`src/rtl/quad_gen.sv`:
```
// Quadrature A/B generator: turns step commands (direction, edge count, edge
// period) into continuous-phase quadrature waveforms and tracks signed position.
module quad_gen #(
    parameter int CNT_W = 16,
    parameter int PER_W = 16,
    parameter int POS_W = 16
) (
    input  logic             clk,
    input  logic             reset,
    input  logic             cmd_valid,
    output logic             cmd_ready,
    input  logic             cmd_dir,
    input  logic [CNT_W-1:0] cmd_steps,
    input  logic [PER_W-1:0] cmd_period,
    input  logic             abort,
    output logic             quad_enc_a,
    output logic             quad_enc_b,
    output logic             busy,
    output logic             done,
    output logic [POS_W-1:0] position
);

    typedef enum logic {IDLE = 1'b0, RUN = 1'b1} state_t;

    state_t             state_q, state_d;
    logic [1:0]         phase_q, phase_d;
    logic [POS_W-1:0]   pos_q, pos_d;
    logic [PER_W-1:0]   timer_q, timer_d;
    logic [PER_W-1:0]   per_q, per_d;
    logic [CNT_W-1:0]   rem_q, rem_d;
    logic               dir_q, dir_d;
    logic               done_q, done_d;

    logic               accept;
    logic               step;
    logic [PER_W-1:0]   cmd_per_eff;

    // Gray-code step on S = {B,A}; exactly one bit changes per call.
    function automatic logic [1:0] next_phase(input logic [1:0] s, input logic rev);
        if (rev) begin
            next_phase = {~s[0], s[1]};
        end else begin
            next_phase = {s[0], ~s[1]};
        end
    endfunction

    assign accept      = (state_q == IDLE) && cmd_valid;
    assign step        = (state_q == RUN) && !abort && (timer_q == '0);
    assign cmd_per_eff = (cmd_period == '0) ? PER_W'(1) : cmd_period;

    always_ff @(posedge clk or negedge reset) begin
        if (!reset) begin
            state_q <= IDLE;
        end else begin
            state_q <= state_d;
        end
    end

    always_comb begin
        state_d = state_q;
        case (state_q)
            IDLE: if (accept && (cmd_steps != '0)) state_d = RUN;
            RUN: begin
                if (abort) begin
                    state_d = IDLE;
                end else if (step && (rem_q == CNT_W'(1))) begin
                    state_d = IDLE;
                end
            end
            default: state_d = IDLE;
        endcase
    end

    always_comb begin
        cmd_ready  = (state_q == IDLE);
        busy       = (state_q == RUN);
        done       = done_q;
        position   = pos_q;
        quad_enc_a = phase_q[0];
        quad_enc_b = phase_q[1];
    end

    // Command datapath: latch on accept, then count down the period timer.
    always_comb begin
        phase_d = phase_q;
        pos_d   = pos_q;
        timer_d = timer_q;
        per_d   = per_q;
        rem_d   = rem_q;
        dir_d   = dir_q;
        done_d  = 1'b0;
        if (accept) begin
            dir_d   = cmd_dir;
            per_d   = cmd_per_eff;
            rem_d   = cmd_steps;
            timer_d = cmd_per_eff - PER_W'(1);
            done_d  = (cmd_steps == '0);
        end else if (step) begin
            phase_d = next_phase(phase_q, dir_q);
            pos_d   = dir_q ? (pos_q - POS_W'(1)) : (pos_q + POS_W'(1));
            rem_d   = rem_q - CNT_W'(1);
            timer_d = per_q - PER_W'(1);
            done_d  = (rem_q == CNT_W'(1));
        end else if ((state_q == RUN) && !abort) begin
            timer_d = timer_q - PER_W'(1);
        end
    end

    always_ff @(posedge clk or negedge reset) begin
        if (!reset) begin
            phase_q <= '0;
            pos_q   <= '0;
            timer_q <= '0;
            per_q   <= '0;
            rem_q   <= '0;
            dir_q   <= 1'b0;
            done_q  <= 1'b0;
        end else begin
            phase_q <= phase_d;
            pos_q   <= pos_d;
            timer_q <= timer_d;
            per_q   <= per_d;
            rem_q   <= rem_d;
            dir_q   <= dir_d;
            done_q  <= done_d;
        end
    end

endmodule

```
`config.mk`:
```
export PLATFORM = sky130hd
export DESIGN_NAME = quad_gen
export DESIGN_NICKNAME = d
export VERILOG_FILES = /design/src/rtl/quad_gen.sv
export SDC_FILE = /design/constraint.sdc
export NUM_CORES = 1
export LEC_CHECK = 0
export ABC_AREA = 1
export CORE_ASPECT_RATIO = 1.25
export CORE_MARGIN = 2
export CORE_UTILIZATION = 56
export DETAILED_ROUTE_END_ITERATION = 10
export GPL_TIMING_DRIVEN = 0
export PLACE_DENSITY = 0.8
export REMOVE_ABC_BUFFERS = 1
export SLEW_MARGIN = 5
export SYNTH_ARGS = -nofsm -noshare
export SYNTH_HDL_FRONTEND = slang
export SYNTH_SLANG_ARGS = --single-unit
```
`constraint.sdc`:
```
create_clock -name clk -period 2.95 [get_ports clk]
set_clock_uncertainty 0.15 [all_clocks]
set_input_delay 0.4425 -clock clk [delete_from_list [all_inputs] [get_ports clk]]
set_output_delay 0.4425 -clock clk [all_outputs]
set_load 0.05 [all_outputs]
```
==> impl_results.html, run 1 <==
<table>
<tr><th>Metric</th><th>Value</th></tr>
<tr><th colspan="2">Routing</th></tr>
<tr><td>Average wire length per cell after detail routing</td><td>between 10 and 15 um</td></tr>
<tr><td>Pre-antenna DRT Iters</td><td>5</td></tr>
<tr><td>Detailed-route DRC error count</td><td>0</td></tr>
<tr><td>Detailed Route Iter0 Violations</td><td>273</td></tr>
<tr><td>Detail-routed via count per cell</td><td>5.64</td></tr>
<tr><td>Vias</td><td>4,486</td></tr>
<tr><td>Routed WL</td><td>between 10 and 15 mm</td></tr>
<tr><td>Number of nets still failing antenna checks after routing</td><td>0</td></tr>
<tr><th colspan="2">Timing</th></tr>
<tr><td>Final setup violating endpoints</td><td>0</td></tr>
<tr><td>Normalized max-slew margin</td><td>0.506</td></tr>
<tr><td>Period minus WS final</td><td>roughly 2.7 ns</td></tr>
<tr><td>Share of the cycle needed by the critical path after routing</td><td>0.923</td></tr>
<tr><td>Setup tns final</td><td>0 ns</td></tr>
<tr><td>Final count of pins violating max slew</td><td>0</td></tr>
<tr><td>Final Hold Fails</td><td>0</td></tr>
<tr><td>Achievable clock frequency</td><td>367 MHz</td></tr>
<tr><td>Slew at the pin closest to its max-slew limit</td><td>0.739 ns</td></tr>
<tr><th colspan="2">Global route</th></tr>
<tr><td>Vias in the first global route</td><td>~4,400</td></tr>
<tr><td>Tot GR Track Use</td><td>0.277</td></tr>
<tr><td>Antenna violations before repair</td><td>0</td></tr>
<tr><td>Grt total ovfl</td><td>0</td></tr>
<tr><td>Global-route wire length before repair</td><td>19.7 mm</td></tr>
<tr><td>Largest net degree at the start of global routing</td><td>37</td></tr>
<tr><th colspan="2">Layout</th></tr>
<tr><td>Area Overhead vs Synth</td><td>19.9%</td></tr>
<tr><td>Most common cell after layout, fill and taps aside</td><td>sky130_fd_sc_hd__nand2_1</td></tr>
<tr><td>Commonest cells after routing, fill and taps aside</td><td>sky130_fd_sc_hd__nand2_1, sky130_fd_sc_hd__dfrtp_1, sky130_fd_sc_hd__nor2_1</td></tr>
<tr><td>Number of nets at the end of the flow</td><td>749</td></tr>
<tr><td>Fraction of layout cells with a size suffix above 1</td><td>0.0916</td></tr>
<tr><td>Fillers</td><td>706</td></tr>
<tr><td>Antenna diode count</td><td>0</td></tr>
<tr><th colspan="2">Worst setup path</th></tr>
<tr><td>Maximum fanout along the worst path</td><td>27</td></tr>
<tr><td>Arrival time at the worst endpoint</td><td>2.87 ns</td></tr>
<tr><td>Critical Path Most Common Cell</td><td>sky130_fd_sc_hd__nand2_1</td></tr>
<tr><td>Longest individual stage delay on the worst path</td><td>roughly 0.40 ns</td></tr>
<tr><td>Category of the worst setup path capture point</td><td>flop</td></tr>
<tr><td>Cell at the slowest stage of the critical path</td><td>sky130_fd_sc_hd__clkdlybuf4s50_1</td></tr>
<tr><td>Required time at the worst-slack endpoint</td><td>3.10 ns</td></tr>
<tr><td>Crit Path Class</td><td>in2reg</td></tr>
<tr><td>Cells along the critical path</td><td>clkdlybuf4s50_1 &gt; inv_1 &gt; nor2_4 &gt; buf_4 &gt; buf_16 &gt; nand2_1 &gt; nand2_1 &gt; nor2_2 &gt; ha_1 &gt; nand2_1 &gt; nor2_4 &gt; xor2_1 &gt; nand2_1 &gt; nand2_1</td></tr>
<tr><td>Type of element launching the critical path</td><td>input pin</td></tr>
<tr><th colspan="2">Placed design</th></tr>
<tr><td>Number of buffer cells added on primary ports</td><td>57</td></tr>
<tr><td>Placer's final routability congestion estimate</td><td>0.869</td></tr>
<tr><td>Post-detailed-placement half-perimeter wirelength</td><td>7.95 mm</td></tr>
<tr><th colspan="2">Floorplan</th></tr>
<tr><td>I/O pin total</td><td>between 50 and 60</td></tr>
<tr><td>Initial Util</td><td>0.567</td></tr>
<tr><td>Width of the die</td><td>85.3 um</td></tr>
<tr><td>Die Ht</td><td>roughly 110 um</td></tr>
<tr><td>Placeable core area</td><td>8150 sq um</td></tr>
<tr><td>Count of standard-cell rows</td><td>37</td></tr>
<tr><td>Die area</td><td>~9000 sq um</td></tr>
<tr><th colspan="2">Clock tree</th></tr>
<tr><td>Sink Count</td><td>69</td></tr>
<tr><td>Skew-Pair Late Insertion Delay</td><td>0.35 ns</td></tr>
<tr><td>Deepest level of the CTS H-tree</td><td>3</td></tr>
<tr><td>Clock tree root buffer cell</td><td>sky130_fd_sc_hd__clkbuf_8</td></tr>
<tr><td>Worst-path clk slew</td><td>0.07 ns</td></tr>
<tr><td>Bufs on Longest Clock Path</td><td>2</td></tr>
<tr><td>Clock buffers created by TritonCTS</td><td>9</td></tr>
<tr><td>CTS tree</td><td>built</td></tr>
<tr><th colspan="2">Worst hold path</th></tr>
<tr><td>Worst min-delay path category</td><td>reg2reg</td></tr>
<tr><th colspan="2">Power</th></tr>
<tr><td>Cell-internal power</td><td>1.91 mW</td></tr>
<tr><td>Sequential share of power</td><td>0.401</td></tr>
<tr><td>Leak Pwr</td><td>2.64 nW</td></tr>
<tr><td>Total power density per cell area</td><td>588 nW/um^2</td></tr>
<tr><td>Clk network pwr share</td><td>0.203</td></tr>
<tr><td>Switching portion of total power</td><td>0.414</td></tr>
<tr><td>Combinational cell fraction of total power</td><td>0.396</td></tr>
<tr><td>Total power</td><td>3.26 mW</td></tr>
<tr><td>Worst vdd rail ir drop</td><td>between 0.0003 and 0.0004 V</td></tr>
<tr><td>Total net switching power</td><td>1.35 mW</td></tr>
<tr><th colspan="2">Yosys</th></tr>
<tr><td>Post-synthesis area per instance</td><td>about 7.3 sq um</td></tr>
<tr><td>Synthesized flop and latch total</td><td>69</td></tr>
<tr><td>Netlist Area Pre-Place</td><td>4620 sq um</td></tr>
<tr><td>Number of cells produced by synthesis</td><td>632</td></tr>
<tr><td>Ys Warns</td><td>0</td></tr>
<tr><td>Distinct cell type count after synthesis</td><td>38</td></tr>
<tr><td>Sequential share of the synthesized area</td><td>0.373</td></tr>
<tr><th colspan="2">Flow run</th></tr>
<tr><td>Max-capacitance violation count</td><td>0</td></tr>
<tr><th colspan="2">Status</th></tr>
<tr><td>Outcome</td><td>finished, final reports clean</td></tr>
</table>
[Yosys cell counts, drive strengths merged]
cell type	instances	area, sq um
a31oi	6	37.5
nor3	8	50.1
xnor2	10	87.6
nand4	15	93.8
xor2	9	78.8
o2111ai	1	8.76
dfrtp	69	1730
a21oi	23	115
a21o	2	15.0
or2	4	25.0
o221ai	2	17.5
nor4	6	37.5
nor2	79	359
o21a	3	22.5
o311ai	3	26.3
nand3	58	360
ha	17	213
o21ai	33	165
o21bai	1	7.51
a221o	1	10.0
o31ai	4	30.0
nand2	185	699
o211ai	10	75.1
a32oi	1	8.76
inv	60	225
clkbuf	5	18.8
buf	16	88.8
fa	1	20.0
[layout make-up]
| cell class | count | area, sq um | share of cell area |
|---|---|---|---|
| clock buffer | 14 | 143 | 0.0257 |
| clock inverter | 2 | 10.0 | 0.00181 |
| inverter | 60 | 228 | 0.0411 |
| multi-input combinational | 485 | 2620 | 0.473 |
| sequential | 69 | 1730 | 0.312 |
| tap | 97 | 121 | 0.0219 |
| timing repair buffer | 69 | 693 | 0.125 |
[worst max-delay path, delay by kind of cell]
kind          cells  cell delay, ns
simple gates      8            1.06
buf+inv           4            0.94
fa+ha+maj         1            0.24
xor+xnor          1            0.18
[kinds of logic after synthesis]
logic type / Yosys count / synth area share
XOR/XNOR: 19 / 0.0360
flip-flops: 69 / 0.373
buffers and inverters: 81 / 0.0720
adder cells (fa/ha/maj): 18 / 0.0503
AO/OA/AOI/OAI: 90 / 0.117
AND/OR/NAND/NOR: 355 / 0.352
[worst paths after layout]
path / from / endpoint / slack (ns) / cells past startpoint
hold / removal: per_q[14] / per_q[14] / 0.33 / 2
setup / recovery: cmd_valid / timer_q[8] / 0.23 / 14
min in group asynchronous: reset / rem_q[10] / 0.43 / 2
max in group asynchronous: reset / per_q[9] / 1.67 / 3
setup reg to reg: timer_q[7] / timer_q[8] / 0.24 / 14
hold reg to reg: per_q[14] / per_q[14] / 0.33 / 2
[registers in the layout (all words and copies together) (netlist names)]
register  cells
busy          1
dir_q         1
done          1
per_q        16
phase_q       2
position     16
rem_q        16
timer_q      16
[stage by stage]
| stage | utilization | cell area (sq um) | hold WS, ns | worst slack [ns] | instances |
|---|---|---|---|---|---|
| after floorplan | - | 4520 | -0.00309 | -1.13 | 611 |
| after global placement | 0.639 | 5210 | 0.305 | -2.99 | 765 |
| after detailed placement | 0.646 | 5260 | 0.277 | -1.06 | 767 |
| after CTS | 0.674 | 5490 | 0.326 | 0.0732 | 790 |
| after global routing | 0.680 | 5540 | 0.343 | -0.000650 | 796 |
| final | 0.680 | 5540 | 0.325 | 0.227 | 796 |
[metal layers]
layer / track usage / vias up / part of all wire
li1: - / 2225 / -
met2: 0.456 / 133 / 0.49
met4: 0.177 / 0 / 0.040
met1: 0.335 / 2095 / 0.42
met3: 0.0423 / 33 / 0.056
met5: 0 / - / 0
[what timing repair did]
item                                   4_1_cts  5_1_grt
setup buffers                                3        6
pin swaps                                    5        2
gates cloned                                 3        0
resized for setup                            5        2
hold buffers                                 1        0
endpoints found under the hold margin       33        0
setup endpoints to repair                   20        6
[power groups by stage]
stage / Combinational, mW / Sequential [mW] / Clock, mW
after global placement: 1.17 / 1.31 / 0
after detailed placement: 1.21 / 1.32 / 0
final: 1.29 / 1.31 / 0.661
after floorplan: 0.880 / 1.31 / 0
after global routing: 1.45 / 1.34 / 0.713
after CTS: 1.25 / 1.30 / 0.683
No activity file was read; power rests on OpenSTA's default activity.
==> run 2: changes to the inputs <==
--- a/config.mk
+++ b/config.mk
@@ -13,6 +13,7 @@
 export GPL_TIMING_DRIVEN = 0
 export PLACE_DENSITY = 0.8
 export REMOVE_ABC_BUFFERS = 1
+export SETUP_SLACK_MARGIN = 0.3
 export SLEW_MARGIN = 5
 export SYNTH_ARGS = -nofsm -noshare
 export SYNTH_HDL_FRONTEND = slang
==> run 2 against run 1 <==
Compared with the run above: routed wire length rose by 1.5%; die area unchanged; sequential power is essentially flat; cell count decreased by 0.13%; final area up 0.97%; setup slack gained 0.17 ns; sequential cell count is the same; hold slack is essentially flat; largest power group is now combinational cells; utilization grew 0.66 points; sequential share of layout area shrank 0.23 points; register-to-register slack better by 0.22 ns; non-clock buffer count down 1.
==> impl_results.html, run 2 (synthesis results as in run 1) <==
<table>
<tr><th>Metric</th><th>Value</th></tr>
<tr><th colspan="2">Status</th></tr>
<tr><td>Outcome</td><td>finished, final reports clean (unchanged)</td></tr>
<tr><th colspan="2">Worst hold path</th></tr>
<tr><td>Hold path startpoint</td><td>per_q[14] (unchanged)</td></tr>
<tr><td>Worst min-delay path category</td><td>reg2reg (unchanged)</td></tr>
<tr><th colspan="2">Floorplan</th></tr>
<tr><td>Placeable core area</td><td>8150 sq um (unchanged)</td></tr>
<tr><td>Initial Util</td><td>0.567 (unchanged)</td></tr>
<tr><td>I/O pin total</td><td>58 (unchanged)</td></tr>
<tr><td>Die area</td><td>9000 sq um (unchanged)</td></tr>
<tr><td>Width of the die</td><td>85.3 um (unchanged)</td></tr>
<tr><td>Die Ht</td><td>106 um (unchanged)</td></tr>
<tr><td>Count of standard-cell rows</td><td>37 (unchanged)</td></tr>
<tr><th colspan="2">Timing</th></tr>
<tr><td>Achievable clock frequency</td><td>392 MHz (was 367 MHz)</td></tr>
<tr><td>Slew at the pin closest to its max-slew limit</td><td>0.709 ns (was 0.739 ns)</td></tr>
<tr><td>Unrepaired setup endpoints after global routing</td><td>true</td></tr>
<tr><td>Final Hold Fails</td><td>0 (unchanged)</td></tr>
<tr><td>Period minus WS final</td><td>2.55 ns (was 2.72 ns)</td></tr>
<tr><td>Normalized max-slew margin</td><td>0.526 (was 0.506)</td></tr>
<tr><td>Final count of pins violating max slew</td><td>0 (unchanged)</td></tr>
<tr><td>Share of the cycle needed by the critical path after routing</td><td>0.865 (was 0.923)</td></tr>
<tr><td>Final setup violating endpoints</td><td>0 (unchanged)</td></tr>
<tr><td>Least setup slack across all paths after layout</td><td>0.397 ns (was 0.227 ns)</td></tr>
<tr><th colspan="2">Worst setup path</th></tr>
<tr><td>Cell at the slowest stage of the critical path</td><td>sky130_fd_sc_hd__clkdlybuf4s50_1 (unchanged)</td></tr>
<tr><td>Source of the critical timing path</td><td>cmd_valid (unchanged)</td></tr>
<tr><td>Longest individual stage delay on the worst path</td><td>0.41 ns (was 0.40 ns)</td></tr>
<tr><td>Required time at the worst-slack endpoint</td><td>3.09 ns (was 3.10 ns)</td></tr>
<tr><td>Critical Path Most Common Cell</td><td>sky130_fd_sc_hd__nand2_1 (unchanged)</td></tr>
<tr><td>Cells along the critical path</td><td>clkdlybuf4s50_1 &gt; inv_2 &gt; nor2_4 &gt; buf_4 &gt; buf_16 &gt; nand2_1 &gt; nand2_1 &gt; nor2_4 &gt; ha_2 &gt; nand2_2 &gt; nor2_4 &gt; xor2_1 &gt; nand2_1 &gt; nand2_1 (was clkdlybuf4s50_1 &gt; inv_1 &gt; nor2_4 &gt; buf_4 &gt; buf_16 &gt; nand2_1 &gt; nand2_1 &gt; nor2_2 &gt; ha_1 &gt; nand2_1 &gt; nor2_4 &gt; xor2_1 &gt; nand2_1 &gt; nand2_1)</td></tr>
<tr><td>Top cell family by delay on the critical path</td><td>simple AND/OR/NAND/NOR gates (unchanged)</td></tr>
<tr><td>Arrival time at the worst endpoint</td><td>2.70 ns (was 2.87 ns)</td></tr>
<tr><td>Maximum fanout along the worst path</td><td>27 (unchanged)</td></tr>
<tr><td>Launch instance of the worst register-to-register path</td><td>timer_q[11] (was timer_q[7])</td></tr>
<tr><td>Crit path buf inv count</td><td>4 (unchanged)</td></tr>
<tr><td>Type of element launching the critical path</td><td>input pin (unchanged)</td></tr>
<tr><td>Crit Path Class</td><td>in2reg (unchanged)</td></tr>
<tr><td>Category of the worst setup path capture point</td><td>flop (unchanged)</td></tr>
<tr><th colspan="2">Placed design</th></tr>
<tr><td>Placer's final routability congestion estimate</td><td>0.869 (unchanged)</td></tr>
<tr><td>Number of buffer cells added on primary ports</td><td>57 (unchanged)</td></tr>
<tr><td>Post-detailed-placement half-perimeter wirelength</td><td>7.95 mm (unchanged)</td></tr>
<tr><td>Placement-stage worst setup slack</td><td>-1.06 ns (unchanged)</td></tr>
<tr><td>Number of placed instances with taps included</td><td>767 (unchanged)</td></tr>
<tr><th colspan="2">Flow run</th></tr>
<tr><td>Max-capacitance violation count</td><td>0 (unchanged)</td></tr>
<tr><th colspan="2">Routing</th></tr>
<tr><td>Number of nets still failing antenna checks after routing</td><td>0 (unchanged)</td></tr>
<tr><td>Detailed-route DRC error count</td><td>0 (unchanged)</td></tr>
<tr><td>Vias</td><td>4,501 (was 4,486)</td></tr>
<tr><td>Detailed Route Iter0 Violations</td><td>279 (was 273)</td></tr>
<tr><td>Detail-routed via count per cell</td><td>5.66 (was 5.64)</td></tr>
<tr><td>Routed WL</td><td>12.0 mm (was 11.9 mm)</td></tr>
<tr><td>Average wire length per cell after detail routing</td><td>15.2 um (was 14.9 um)</td></tr>
<tr><td>Pre-antenna DRT Iters</td><td>5 (unchanged)</td></tr>
<tr><th colspan="2">Clock tree</th></tr>
<tr><td>CTS tree</td><td>built (unchanged)</td></tr>
<tr><td>Bufs on Longest Clock Path</td><td>2 (unchanged)</td></tr>
<tr><td>Worst-path clk slew</td><td>0.07 ns (about the same)</td></tr>
<tr><td>Clock tree root buffer cell</td><td>sky130_fd_sc_hd__clkbuf_8 (unchanged)</td></tr>
<tr><td>Clock buffers created by TritonCTS</td><td>9 (unchanged)</td></tr>
<tr><td>Deepest level of the CTS H-tree</td><td>3 (unchanged)</td></tr>
<tr><td>Skew-Pair Late Insertion Delay</td><td>0.36 ns (was 0.35 ns)</td></tr>
<tr><td>Sink Count</td><td>69 (unchanged)</td></tr>
<tr><th colspan="2">Power</th></tr>
<tr><td>Total power</td><td>3.30 mW (was 3.26 mW)</td></tr>
<tr><td>Clk network pwr share</td><td>0.201 (was 0.203)</td></tr>
<tr><td>Total net switching power</td><td>1.38 mW (was 1.35 mW)</td></tr>
<tr><td>Combinational cell fraction of total power</td><td>0.400 (was 0.396)</td></tr>
<tr><td>Worst vdd rail ir drop</td><td>0.000368 V (was 0.000371 V)</td></tr>
<tr><td>Total power density per cell area</td><td>589 nW/um^2 (was 588 nW/um^2)</td></tr>
<tr><td>Cell-internal power</td><td>1.92 mW (was 1.91 mW)</td></tr>
<tr><td>Sequential share of power</td><td>0.398 (was 0.401)</td></tr>
<tr><td>Switching portion of total power</td><td>0.419 (was 0.414)</td></tr>
<tr><td>Leak Pwr</td><td>2.65 nW (was 2.64 nW)</td></tr>
<tr><th colspan="2">Layout</th></tr>
<tr><td>Area Overhead vs Synth</td><td>21.1% (was 19.9%)</td></tr>
<tr><td>Fraction of layout cells with a size suffix above 1</td><td>0.110 (was 0.0916)</td></tr>
<tr><td>Final core utilization</td><td>0.687 (was 0.680)</td></tr>
<tr><td>Number of standard cells in the final layout excluding fillers</td><td>795 (was 796)</td></tr>
<tr><td>Commonest cells after routing, fill and taps aside</td><td>sky130_fd_sc_hd__nand2_1, sky130_fd_sc_hd__dfrtp_1, sky130_fd_sc_hd__nor2_1 (unchanged)</td></tr>
<tr><td>Number of nets at the end of the flow</td><td>748 (was 749)</td></tr>
<tr><td>Fillers</td><td>702 (was 706)</td></tr>
<tr><td>Most common cell after layout, fill and taps aside</td><td>sky130_fd_sc_hd__nand2_1 (unchanged)</td></tr>
<tr><td>Antenna diode count</td><td>0 (unchanged)</td></tr>
<tr><th colspan="2">Global route</th></tr>
<tr><td>Grt total ovfl</td><td>0 (unchanged)</td></tr>
<tr><td>Vias in the first global route</td><td>4,427 (was 4,407)</td></tr>
<tr><td>Antenna violations before repair</td><td>0 (unchanged)</td></tr>
<tr><td>Largest net degree at the start of global routing</td><td>37 (unchanged)</td></tr>
<tr><td>Global-route wire length before repair</td><td>19.8 mm (was 19.7 mm)</td></tr>
<tr><td>Tot GR Track Use</td><td>0.279 (was 0.277)</td></tr>
</table>
## run 2: cell types whose count changed in the layout (fill, tap and decap cells not counted), sizes merged
cell and delta:
buf -1
## run 2: tightest hold or removal path: stages (launching register included)
cell	delay [ns]
sky130_fd_sc_hd__dfrtp_1	0.35
sky130_fd_sc_hd__nand2_1	0.05
sky130_fd_sc_hd__nand2_1	0.05
## run 2: power by group through the flow
stage,Clock [mW],Combinational [mW],Sequential [mW]
6_report,0.663,1.32,1.31
4_1_cts,0.683,1.27,1.30
3_3_place_gp,0,1.17,1.31
5_1_grt,0.713,1.49,1.34
3_5_place_dp,0,1.21,1.32
2_1_floorplan,0,0.880,1.31
## run 2: metal layers
| layer | part of all wire | vias to the layer above | global-route usage |
|---|---|---|---|
| met1 | 0.41 | 2093 | 0.336 |
| met5 | 0 | - | 0 |
| li1 | - | 2221 | - |
| met3 | 0.056 | 47 | 0.0423 |
| met2 | 0.48 | 140 | 0.458 |
| met4 | 0.054 | 0 | 0.183 |
## run 2: layout make-up
class / count / area, sq um / share of cell area
multi-input cells: 485 / 2670 / 0.477
flip-flops and latches: 69 / 1730 / 0.309
inverters: 60 / 228 / 0.0407
well taps: 97 / 121 / 0.0217
clock buffers: 14 / 143 / 0.0255
clock inverters: 2 / 10.0 / 0.00179
repair buffers: 68 / 693 / 0.124
## run 2: worst paths after layout
path	to	slack [ns]	cells after the start
setup reg to reg	timer_q[11]	0.46	14
hold / removal	per_q[14]	0.32	2
max in group asynchronous	per_q[9]	1.68	3
min in group asynchronous	rem_q[10]	0.42	2
setup / recovery	timer_q[8]	0.40	14
hold reg to reg	per_q[14]	0.32	2
## run 2: through the flow
stage / hold WS [ns] / instance area, sq um / setup TNS, ns
2_1_floorplan: -0.00309 / 4520 / -20.71
3_3_place_gp: 0.305 / 5210 / -177.37
3_5_place_dp: 0.277 / 5260 / -16.44
4_1_cts: 0.326 / 5520 / 0
5_1_grt: 0.343 / 5600 / 0
6_report: 0.325 / 5600 / 0
## run 2: timing repair
item	in CTS	in global routing
setup endpoints to repair	37	17
endpoints found under the hold margin	33	0
resized for setup	7	19
hold buffers	1	0
buffers inserted	6	2
pin swaps	5	5
gates cloned	3	0
==> run 3: changes to the inputs <==
==> constraint.sdc (replaced) <==
create_clock -name clk -period 2.95 [get_ports clk]
set_clock_uncertainty 0.15 [all_clocks]
set_input_delay 0.59 -clock clk [delete_from_list [all_inputs] [get_ports clk]]
set_output_delay 0.59 -clock clk [all_outputs]
set_load 0.05 [all_outputs]
==> run 3 against run 2 <==
Compared with the run above: clock power hardly changed; final area up 2.3%; hold slack worse by 0.30 ns; setup slack better by 0.023 ns; via count grew 1.3%.
==> impl_results.html, run 3 (synthesis results as in run 1) <==
<table>
<tr><th>Metric</th><th>Value</th></tr>
<tr><th colspan="2">Status</th></tr>
<tr><td>Outcome</td><td>finished, final reports clean (unchanged)</td></tr>
<tr><th colspan="2">Power</th></tr>
<tr><td>Switching portion of total power</td><td>0.418 (was 0.419)</td></tr>
<tr><td>Total net switching power</td><td>1.41 mW (was 1.38 mW)</td></tr>
<tr><td>Cell-internal power</td><td>1.96 mW (was 1.92 mW)</td></tr>
<tr><td>Total power density per cell area</td><td>587 nW/um^2 (was 589 nW/um^2)</td></tr>
<tr><td>Leak Pwr</td><td>2.72 nW (was 2.65 nW)</td></tr>
<tr><td>Combinational cell fraction of total power</td><td>0.412 (was 0.400)</td></tr>
<tr><td>Sequential share of power</td><td>0.391 (was 0.398)</td></tr>
<tr><td>Worst vdd rail ir drop</td><td>0.000381 V (was 0.000368 V)</td></tr>
<tr><td>Clk network pwr share</td><td>0.197 (was 0.201)</td></tr>
<tr><th colspan="2">Timing</th></tr>
<tr><td>Final Hold Fails</td><td>0 (unchanged)</td></tr>
<tr><td>Least setup slack across all paths after layout</td><td>0.420 ns (was 0.397 ns)</td></tr>
<tr><td>Period minus WS final</td><td>2.53 ns (was 2.55 ns)</td></tr>
<tr><td>Share of the cycle needed by the critical path after routing</td><td>0.858 (was 0.865)</td></tr>
<tr><td>Slew at the pin closest to its max-slew limit</td><td>0.503 ns (was 0.709 ns)</td></tr>
<tr><td>Final count of pins violating max slew</td><td>0 (unchanged)</td></tr>
<tr><td>Worst hold slack across all endpoints</td><td>0.0290 ns (was 0.325 ns)</td></tr>
<tr><td>Unrepaired setup endpoints after global routing</td><td>true (unchanged)</td></tr>
<tr><td>Normalized max-slew margin</td><td>0.664 (was 0.526)</td></tr>
<tr><td>Final setup violating endpoints</td><td>0 (unchanged)</td></tr>
<tr><td>Achievable clock frequency</td><td>395 MHz (was 392 MHz)</td></tr>
<tr><th colspan="2">Worst setup path</th></tr>
<tr><td>Crit Path Class</td><td>reg2out (was in2reg)</td></tr>
<tr><td>Required time at the worst-slack endpoint</td><td>2.21 ns (was 3.09 ns)</td></tr>
<tr><td>Type of element launching the critical path</td><td>flop (was input pin)</td></tr>
<tr><td>Arrival time at the worst endpoint</td><td>1.79 ns (was 2.70 ns)</td></tr>
<tr><td>Maximum fanout along the worst path</td><td>5 (was 27)</td></tr>
<tr><td>Category of the worst setup path capture point</td><td>output pin (was flop)</td></tr>
<tr><td>Slack of the worst reg-to-reg path</td><td>0.45 ns (was 0.46 ns)</td></tr>
<tr><th colspan="2">Clock tree</th></tr>
<tr><td>Clock buffers created by TritonCTS</td><td>9 (unchanged)</td></tr>
<tr><td>Sink Count</td><td>69 (unchanged)</td></tr>
<tr><td>Bufs on Longest Clock Path</td><td>2 (unchanged)</td></tr>
<tr><td>Worst-path clk slew</td><td>0.07 ns (about the same)</td></tr>
<tr><td>Skew-Pair Late Insertion Delay</td><td>0.36 ns (about the same)</td></tr>
<tr><td>CTS tree</td><td>built (unchanged)</td></tr>
<tr><td>CTS hold repair buffers</td><td>0 (was 1)</td></tr>
<tr><td>Deepest level of the CTS H-tree</td><td>3 (unchanged)</td></tr>
<tr><td>Clock tree root buffer cell</td><td>sky130_fd_sc_hd__clkbuf_8 (unchanged)</td></tr>
<tr><th colspan="2">Routing</th></tr>
<tr><td>Detailed-route DRC error count</td><td>0 (unchanged)</td></tr>
<tr><td>Detailed Route Iter0 Violations</td><td>273 (was 279)</td></tr>
<tr><td>Detail-routed via count per cell</td><td>5.69 (was 5.66)</td></tr>
<tr><td>Routed WL</td><td>12.2 mm (was 12.0 mm)</td></tr>
<tr><td>Vias</td><td>4,561 (was 4,501)</td></tr>
<tr><td>Average wire length per cell after detail routing</td><td>15.2 um (about the same)</td></tr>
<tr><td>Pre-antenna DRT Iters</td><td>5 (unchanged)</td></tr>
<tr><td>Number of nets still failing antenna checks after routing</td><td>0 (unchanged)</td></tr>
<tr><th colspan="2">Placed design</th></tr>
<tr><td>Number of buffer cells added on primary ports</td><td>57 (unchanged)</td></tr>
<tr><td>Post-detailed-placement half-perimeter wirelength</td><td>7.95 mm (unchanged)</td></tr>
<tr><td>Placement-stage worst setup slack</td><td>-1.21 ns (was -1.06 ns)</td></tr>
<tr><td>Placer's final routability congestion estimate</td><td>0.869 (unchanged)</td></tr>
<tr><th colspan="2">Floorplan</th></tr>
<tr><td>Die Ht</td><td>106 um (unchanged)</td></tr>
<tr><td>Width of the die</td><td>85.3 um (unchanged)</td></tr>
<tr><td>I/O pin total</td><td>58 (unchanged)</td></tr>
<tr><td>Placeable core area</td><td>8150 sq um (unchanged)</td></tr>
<tr><td>Die area</td><td>9000 sq um (unchanged)</td></tr>
<tr><td>Initial Util</td><td>0.567 (unchanged)</td></tr>
<tr><td>Count of standard-cell rows</td><td>37 (unchanged)</td></tr>
<tr><th colspan="2">Layout</th></tr>
<tr><td>Number of nets at the end of the flow</td><td>755 (was 748)</td></tr>
<tr><td>Commonest cells after routing, fill and taps aside</td><td>sky130_fd_sc_hd__nand2_1, sky130_fd_sc_hd__dfrtp_1, sky130_fd_sc_hd__nor2_1 (unchanged)</td></tr>
<tr><td>Fillers</td><td>681 (was 702)</td></tr>
<tr><td>Total area of sequential cells</td><td>1730 sq um (about the same)</td></tr>
<tr><td>Footprint of the multi-input gates</td><td>2710 sq um (was 2670 sq um)</td></tr>
<tr><td>Most common cell after layout, fill and taps aside</td><td>sky130_fd_sc_hd__nand2_1 (unchanged)</td></tr>
<tr><td>Fraction of layout cells with a size suffix above 1</td><td>0.123 (was 0.110)</td></tr>
<tr><td>Antenna diode count</td><td>0 (unchanged)</td></tr>
<tr><td>Area Overhead vs Synth</td><td>23.9% (was 21.1%)</td></tr>
<tr><th colspan="2">Flow run</th></tr>
<tr><td>Max-capacitance violation count</td><td>0 (unchanged)</td></tr>
<tr><th colspan="2">Global route</th></tr>
<tr><td>Grt total ovfl</td><td>0 (unchanged)</td></tr>
<tr><td>Tot GR Track Use</td><td>0.279 (about the same)</td></tr>
<tr><td>M1 GR Usage</td><td>0.338 (was 0.336)</td></tr>
<tr><td>Global-route wire length before repair</td><td>19.8 mm (about the same)</td></tr>
<tr><td>Met2 demand-to-capacity share in global routing</td><td>0.459 (was 0.458)</td></tr>
<tr><td>Met3 track utilization from global routing</td><td>0.0407 (was 0.0423)</td></tr>
<tr><td>Vias in the first global route</td><td>4,420 (was 4,427)</td></tr>
<tr><td>Largest net degree at the start of global routing</td><td>37 (unchanged)</td></tr>
<tr><td>Antenna violations before repair</td><td>0 (unchanged)</td></tr>
<tr><td>Peak-usage layer in the global routing report</td><td>met2 (unchanged)</td></tr>
<tr><th colspan="2">Worst hold path</th></tr>
<tr><td>Worst min-delay path category</td><td>in2async (was reg2reg)</td></tr>
</table>
[run 3: changes by cell type in the layout (fill, tap and decap cells not counted), moves of 2 or more]
cell	previous run	this run
sky130_fd_sc_hd__buf_12	1	3
sky130_fd_sc_hd__buf_4	7	11
sky130_fd_sc_hd__inv_1	57	55
sky130_fd_sc_hd__nand2_1	181	179
sky130_fd_sc_hd__nor2_1	58	60
sky130_fd_sc_hd__nor2_2	13	8
sky130_fd_sc_hd__nor2_4	9	12
[run 3: final timing paths]
path / from / to / depth (start not counted)
setup / recovery: busy / cmd_ready / 2
hold / removal: reset / rem_q[10] / 1
setup reg to reg: timer_q[7] / timer_q[11] / 15
hold reg to reg: per_q[14] / per_q[14] / 2
max in group asynchronous: reset / per_q[9] / 2
min in group clk: per_q[14] / per_q[14] / 2
[run 3: through the flow]
stage	cell area (sq um)	power, mW	utilization	TNS, ns	std cells
after CTS	5520	3.26	0.678	0	791
after global routing	5730	3.60	0.703	0	802
after global placement	5210	2.48	0.639	-195.51	765
after detailed placement	5260	2.53	0.646	-21.57	767
final	5730	3.36	0.703	0	802
after floorplan	4520	2.19	-	-20.71	611
[run 3: cell type report]
class                           instances  share of cell area
Tap cell                               97              0.0212
Timing Repair Buffer                   75               0.136
Clock inverter                          2             0.00175
Multi-Input combinational cell        485               0.472
Inverter                               60              0.0413
Sequential cell                        69               0.302
Clock buffer                           14              0.0249
[run 3: power by group through the flow]
stage	registers, mW	logic, mW	clock network [mW]
final	1.31	1.39	0.664
after detailed placement	1.32	1.21	0
after global routing	1.34	1.55	0.712
after global placement	1.31	1.17	0
after floorplan	1.31	0.880	0
after CTS	1.30	1.27	0.683
[run 3: routing by layer]
| layer | share of wire | vias to the layer above |
|---|---|---|
| met5 | 0 | - |
| met4 | 0.039 | 0 |
| met3 | 0.053 | 34 |
| met2 | 0.49 | 148 |
| met1 | 0.42 | 2140 |
| li1 | - | 2239 |
[run 3: critical path, cell delays in order (launching register included)]
cell and delay [ns]:
sky130_fd_sc_hd__dfrtp_1 0.50, sky130_fd_sc_hd__inv_1 0.13, sky130_fd_sc_hd__clkdlybuf4s50_1 0.80
[run 3: timing repair]
item,CTS,global route
gates cloned,3,0
resized for setup,12,28
setup buffers,5,11
pin swaps,4,12
endpoints found under the setup margin,40,19
endpoints found under the hold margin,0,0
